`config.mk`:
```
export PLATFORM = sky130hd
export DESIGN_NAME = elevator_controller
export DESIGN_NICKNAME = d
export VERILOG_FILES = /design/src/rtl/elevator_controller.sv
export SDC_FILE = /design/constraint.sdc
export NUM_CORES = 1
export LEC_CHECK = 0
export ABC_AREA = 1
export BUFFER_PORTS_ARGS = -buffer_cell sky130_fd_sc_hd__buf_2
export CELL_PAD_IN_SITES_DETAIL_PLACEMENT = 1
export CELL_PAD_IN_SITES_GLOBAL_PLACEMENT = 2
export CORE_ASPECT_RATIO = 0.6
export CORE_MARGIN = 3
export CORE_UTILIZATION = 33
export CTS_BUF_LIST = sky130_fd_sc_hd__clkbuf_4 sky130_fd_sc_hd__clkbuf_8
export DETAILED_ROUTE_END_ITERATION = 6
export PLACE_DENSITY = 0.89
export REMOVE_ABC_BUFFERS = 1
export SLEW_MARGIN = 5
export SYNTH_ARGS = -nofsm -noshare
export SYNTH_HDL_FRONTEND = slang
export SYNTH_SLANG_ARGS = --single-unit
export TNS_END_PERCENT = 30
```
`constraint.sdc`:
```
create_clock -name clk_50 -period 2.2 [get_ports clk_50]
set_clock_uncertainty 0.05 [all_clocks]
set_input_delay 0.22 -clock clk_50 [delete_from_list [all_inputs] [get_ports clk_50]]
set_output_delay 0.22 -clock clk_50 [all_outputs]
set_load 0.02 [all_outputs]
```
`src/rtl/elevator_controller.sv`:
```
// elevator_controller: three-floor car controller.
// Latches calls from three buttons, steps the car one floor per rising edge
// of the slow tick, times the door, and reports floor, direction and door.
//
// Handshake-free block: every input is a level that is edge-detected
// internally. A button or tick rising edge is acted on in the clk_50 cycle
// that first sees it high, and each rising edge is acted on exactly once.
module elevator_controller #(
  parameter int DOOR_TICKS = 3
) (
  input  logic       clk_50,
  input  logic       rst,
  input  logic [2:0] btn,
  input  logic       tick,
  output logic       led1,
  output logic       led2,
  output logic       led3,
  output logic [1:0] floor,
  output logic       dir_up,
  output logic       dir_down,
  output logic       door_open
);

  typedef enum logic [1:0] {
    IDLE      = 2'd0,
    MOVE_UP   = 2'd1,
    MOVE_DOWN = 2'd2,
    DOOR_OPEN = 2'd3
  } state_e;

  localparam logic [3:0] DOOR_LOAD = 4'(DOOR_TICKS);

  state_e     state_q, state_d;
  logic [1:0] floor_q, floor_d;
  logic [2:0] req_q, req_d;
  logic [2:0] btn_q, btn_d;
  logic       tick_q, tick_d;
  logic       last_up_q, last_up_d;
  logic [3:0] door_cnt_q, door_cnt_d;
  logic       dir_up_q, dir_up_d;
  logic       dir_down_q, dir_down_d;
  logic       door_open_q, door_open_d;

  logic [2:0] press;
  logic       tstep;
  logic [2:0] req_set;
  logic [2:0] req_clr;

  // One-hot mask for a floor number; floor 3 never occurs and maps to none.
  function automatic logic [2:0] floor_mask(input logic [1:0] f);
    logic [2:0] m;
    case (f)
      2'd0:    m = 3'b001;
      2'd1:    m = 3'b010;
      2'd2:    m = 3'b100;
      default: m = 3'b000;
    endcase
    return m;
  endfunction

  // True when a request is pending strictly above floor f.
  function automatic logic any_above(input logic [2:0] r, input logic [1:0] f);
    logic a;
    case (f)
      2'd0:    a = r[1] | r[2];
      2'd1:    a = r[2];
      default: a = 1'b0;
    endcase
    return a;
  endfunction

  // True when a request is pending strictly below floor f.
  function automatic logic any_below(input logic [2:0] r, input logic [1:0] f);
    logic b;
    case (f)
      2'd1:    b = r[0];
      2'd2:    b = r[0] | r[1];
      default: b = 1'b0;
    endcase
    return b;
  endfunction

  // Next-state, request latch, door timer and registered-output decode.
  always_comb begin
    press       = btn & ~btn_q;
    tstep       = tick & ~tick_q;
    btn_d       = btn;
    tick_d      = tick;
    state_d     = state_q;
    floor_d     = floor_q;
    last_up_d   = last_up_q;
    door_cnt_d  = door_cnt_q;
    req_set     = press;
    req_clr     = 3'b000;

    case (state_q)
      IDLE: begin
        if ((req_q & floor_mask(floor_q)) != 3'b000) begin
          state_d = DOOR_OPEN;
        end else if (any_above(req_q, floor_q) && any_below(req_q, floor_q)) begin
          // Calls on both sides: keep sweeping the way we last moved.
          state_d = last_up_q ? MOVE_UP : MOVE_DOWN;
        end else if (any_above(req_q, floor_q)) begin
          state_d = MOVE_UP;
        end else if (any_below(req_q, floor_q)) begin
          state_d = MOVE_DOWN;
        end
      end

      MOVE_UP: begin
        if (tstep) begin
          if (floor_q >= 2'd2) begin
            // Unreachable by construction; park rather than overflow.
            state_d = IDLE;
          end else begin
            floor_d   = floor_q + 2'd1;
            last_up_d = 1'b1;
            if ((req_q & floor_mask(floor_d)) != 3'b000) begin
              state_d = DOOR_OPEN;
            end else if (any_above(req_q, floor_d)) begin
              state_d = MOVE_UP;
            end else begin
              state_d = IDLE;
            end
          end
        end
      end

      MOVE_DOWN: begin
        if (tstep) begin
          if (floor_q == 2'd0) begin
            // Unreachable by construction; park rather than underflow.
            state_d = IDLE;
          end else begin
            floor_d   = floor_q - 2'd1;
            last_up_d = 1'b0;
            if ((req_q & floor_mask(floor_d)) != 3'b000) begin
              state_d = DOOR_OPEN;
            end else if (any_below(req_q, floor_d)) begin
              state_d = MOVE_DOWN;
            end else begin
              state_d = IDLE;
            end
          end
        end
      end

      DOOR_OPEN: begin
        if ((press & floor_mask(floor_q)) != 3'b000) begin
          // Passenger at this floor holds the door: restart the timer and
          // do not light the lamp for a floor already being served.
          door_cnt_d = DOOR_LOAD;
          req_set    = press & ~floor_mask(floor_q);
        end else if (tstep) begin
          if (door_cnt_q <= 4'd1) begin
            door_cnt_d = 4'd0;
            state_d    = IDLE;
          end else begin
            door_cnt_d = door_cnt_q - 4'd1;
          end
        end
      end

      default: state_d = IDLE;
    endcase

    // Entering DOOR_OPEN serves the floor: load the timer, drop the call.
    if (state_d == DOOR_OPEN && state_q != DOOR_OPEN) begin
      door_cnt_d = DOOR_LOAD;
      req_clr    = floor_mask(floor_d);
    end

    // Clear beats a same-cycle press for the same floor.
    req_d = (req_q | req_set) & ~req_clr;

    dir_up_d    = (state_d == MOVE_UP);
    dir_down_d  = (state_d == MOVE_DOWN);
    door_open_d = (state_d == DOOR_OPEN);
  end

  // State, datapath and output registers with synchronous reset.
  always_ff @(posedge clk_50) begin
    if (rst) begin
      state_q     <= IDLE;
      floor_q     <= 2'd0;
      req_q       <= 3'b000;
      btn_q       <= 3'b000;
      tick_q      <= 1'b0;
      last_up_q   <= 1'b1;
      door_cnt_q  <= 4'd0;
      dir_up_q    <= 1'b0;
      dir_down_q  <= 1'b0;
      door_open_q <= 1'b0;
    end else begin
      state_q     <= state_d;
      floor_q     <= floor_d;
      req_q       <= req_d;
      btn_q       <= btn_d;
      tick_q      <= tick_d;
      last_up_q   <= last_up_d;
      door_cnt_q  <= door_cnt_d;
      dir_up_q    <= dir_up_d;
      dir_down_q  <= dir_down_d;
      door_open_q <= door_open_d;
    end
  end

  assign led1      = req_q[0];
  assign led2      = req_q[1];
  assign led3      = req_q[2];
  assign floor     = floor_q;
  assign dir_up    = dir_up_q;
  assign dir_down  = dir_down_q;
  assign door_open = door_open_q;

endmodule

```
==> impl_metrics.tcl <==
set metrics [dict create \
    initial_core_util_pct 35.1 \
    worst_path_most_repeated_cell "nor2_1" \
    critPathMaxStageDelay_ps 420 \
    cts-buffers-inserted 3 \
    multiInputGateArea_um2 788 \
    n_antenna_cell 0 \
    post-route-drc-count 0 \
    dp_hpwl_um 2930 \
    final_net_count 238 \
    syn_avg_cell_area_um2 6.61 \
    layout.cells.most_common "nand2_1" \
    maxCapViolations 0 \
    worst_setup_path_end_kind "flip-flop" \
    die-width_um 87.5 \
    vias 1234 \
    grt_pass1_vias 1171 \
    ios 14 \
    timing.fmax_mhz 523 \
    die_y_um 54.9 \
    post_drt_wl_per_cell_um 13.4 \
    stdcell_area_um2 1500 \
    cts.repair.resized 0 \
    hold_buffers 0 \
    finalCritPeriodShare_pct 86.9 \
    cts_tree "built" \
    hold_path_class "input pin to flip-flop" \
    grt_overflow 0 \
    ys_ff_latch 19 \
    seq_area_um2 380 \
    cp_data_arrival_time_ps 2020 \
    synth-seq-area-share_pct 28.9 \
    grt_pass1_wl_um 5930 \
    synth_area_um2 1320 \
    p_per_area_nw_per_um2 1080 \
    cp_slowest_cell "a221oi_1" \
    drt_iter0_markers 53 \
    coreArea_um2 3740 \
    yosys.area.top_type "dfxtp_1" \
    num_rows 17 \
    finalCriticalPeriod_ps 1910 \
    die_area_um2 4800 \
    clk_latency_ps 260 \
    crit_fanout 7 \
    htree_levels 1 \
    crit_required_ps 2300 \
    firstDrtPassIters 4 \
    place_area_um2 1450 \
    grt.total_usage_pct 16.6 \
    rsz0062_at_grt "no" \
    p_leak_nw 0.741 \
    clk_pin_slew_ps 70 \
    clock-sinks 19 \
    peakVddDrop_mv 0.593 \
    grt_start_max_net_pins 13 \
    drive_above_1_share_pct 15.6 \
    setup-tns-final_ps 0 \
    cts_setup_buffers 0 \
    cts_buffer_depth 2 \
    grt_antenna_before_repair 0 \
    status "completed" \
    path_cells "buf_4, ha_1, a221oi_1, nand3_1, nand3_2, nor2_4, nor2_1, nor2_1" \
    layout_common_cells "43 x nand2_1, 34 x inv_1, 29 x nor2_1" \
    detail_route.wirelength_um 3550 \
    startpoint_type "flip-flop" \
    nFillCells 512 \
    portBuffers 13 \
    gp_congestion 0.792 \
    final-hold-violation-count 0 \
    syn2layout_area_growth_pct 14.1 \
    netlist.area_leader.share_pct 28.9 \
    ys_warn_count 0 \
    netlist_instances 199 \
    synth.distinct_cells 29 \
    setup_viol 0 \
    worst_pin_slew_ps 513 \
    ant_nets 0 \
    drv_slew 0 \
    synth_area_leaders "dfxtp_1 29%, ha_1 12%, nand2_1 12%" \
    relSlewSlack_pct 65.8 \
    worst-setup-path-type "flip-flop to flip-flop" \
    cts-root-buf "clkbuf_8" \
    post_drt_via_cell_ratio 4.66 \
]
-- power breakdown --
group,switching (mW),internal (mW)
registers,0.0705,0.418
clock network,0.121,0.126
logic,0.580,0.297
total,0.772,0.841
-- final timing paths --
| check | start | end | slack, ps | cells past startpoint |
|---|---|---|---|---|
| worst max register to register | floor[1]$_SDFF_PP0_ | door_cnt_q[0]$_SDFFE_PP0P_ | 290 | 8 |
| worst max-delay path | floor[1]$_SDFF_PP0_ | door_cnt_q[0]$_SDFFE_PP0P_ | 290 | 8 |
| worst min-delay path | tick | tick_q$_SDFF_PP0_ | 140 | 3 |
| worst min register to register | last_up_q$_SDFFE_PP1P_ | last_up_q$_SDFFE_PP1P_ | 490 | 1 |
-- cell usage after synthesis --
cell type / number
clkbuf_1: 1
nor2_2: 1
nor3_1: 3
o21ai_2: 2
o21a_1: 1
or2_1: 1
nand3_2: 2
and2_1: 1
inv_1: 34
nand2_1: 43
o21bai_1: 1
a21oi_1: 10
inv_2: 1
a211oi_1: 3
dfxtp_1: 19
o21ai_1: 1
nand4_1: 2
nand3_1: 11
ha_1: 13
nor2_1: 29
nor2_4: 1
buf_6: 1
nand2_2: 5
nor3b_1: 1
o21ai_0: 8
a221oi_1: 1
a21oi_2: 1
o22ai_1: 1
a221o_1: 1
-- layer usage --
layer	global-route usage, %	share of wire (%)
met1	26.4	60
met5	0	0
met3	3.85	3.4
met2	21.4	36
met4	3.83	0.90
-- final cells by class --
type / count / area share [%]
clock buffers: 3 / 2.75
clock inverters: 1 / 0.334
inverters: 35 / 8.76
multi-input cells: 143 / 52.5
flip-flops and latches: 19 / 25.4
well taps: 47 / 3.92
repair buffers: 17 / 6.34
-- state kept, by name, indices dropped and copies added (netlist names) --
| register | count |
|---|---|
| last_up_q | 1 |
| state_q | 2 |
| floor | 2 |
| req_q | 3 |
| dir_up | 1 |
| tick_q | 1 |
| btn_q | 3 |
| door_cnt_q | 4 |
| door_open | 1 |
| dir_down | 1 |
-- critical path: cells and delay by family, from the launching register on --
kind	cells	cell delay, ps
AOI/OAI and AO/OA	1	420
buffers and inverters	1	160
and+or+nand+nor	5	580
adders and majority gates	1	280
DFF	1	310
-- kinds of logic (layout without fill, tap and decap cells) --
| family | count (synthesis) | after routing | synth area share (%) |
|---|---|---|---|
| compound gates | 30 | 30 | 14.0 |
| fa+ha+maj | 13 | 13 | 12.4 |
| buf+inv | 37 | 56 | 11.1 |
| flops | 19 | 19 | 28.9 |
| simple gates | 100 | 100 | 33.6 |
-- per-stage QoR --
| stage | utilization, % | setup slack (ps) | power, mW | hold WS [ps] | std cells |
|---|---|---|---|---|---|
| finish | 40.1 | 289 | 1.61 | 141 | 265 |
| floorplan | - | 275 | 1.14 | 242 | 197 |
| global route | 40.1 | 19.9 | 1.79 | 170 | 265 |
| detailed placement | 38.8 | 295 | 1.37 | 420 | 261 |
| global placement | 38.8 | 328 | 1.37 | 400 | 261 |
| CTS | 40.1 | 291 | 1.63 | 137 | 265 |
Note: power is estimated with default switching activity, not from simulation.
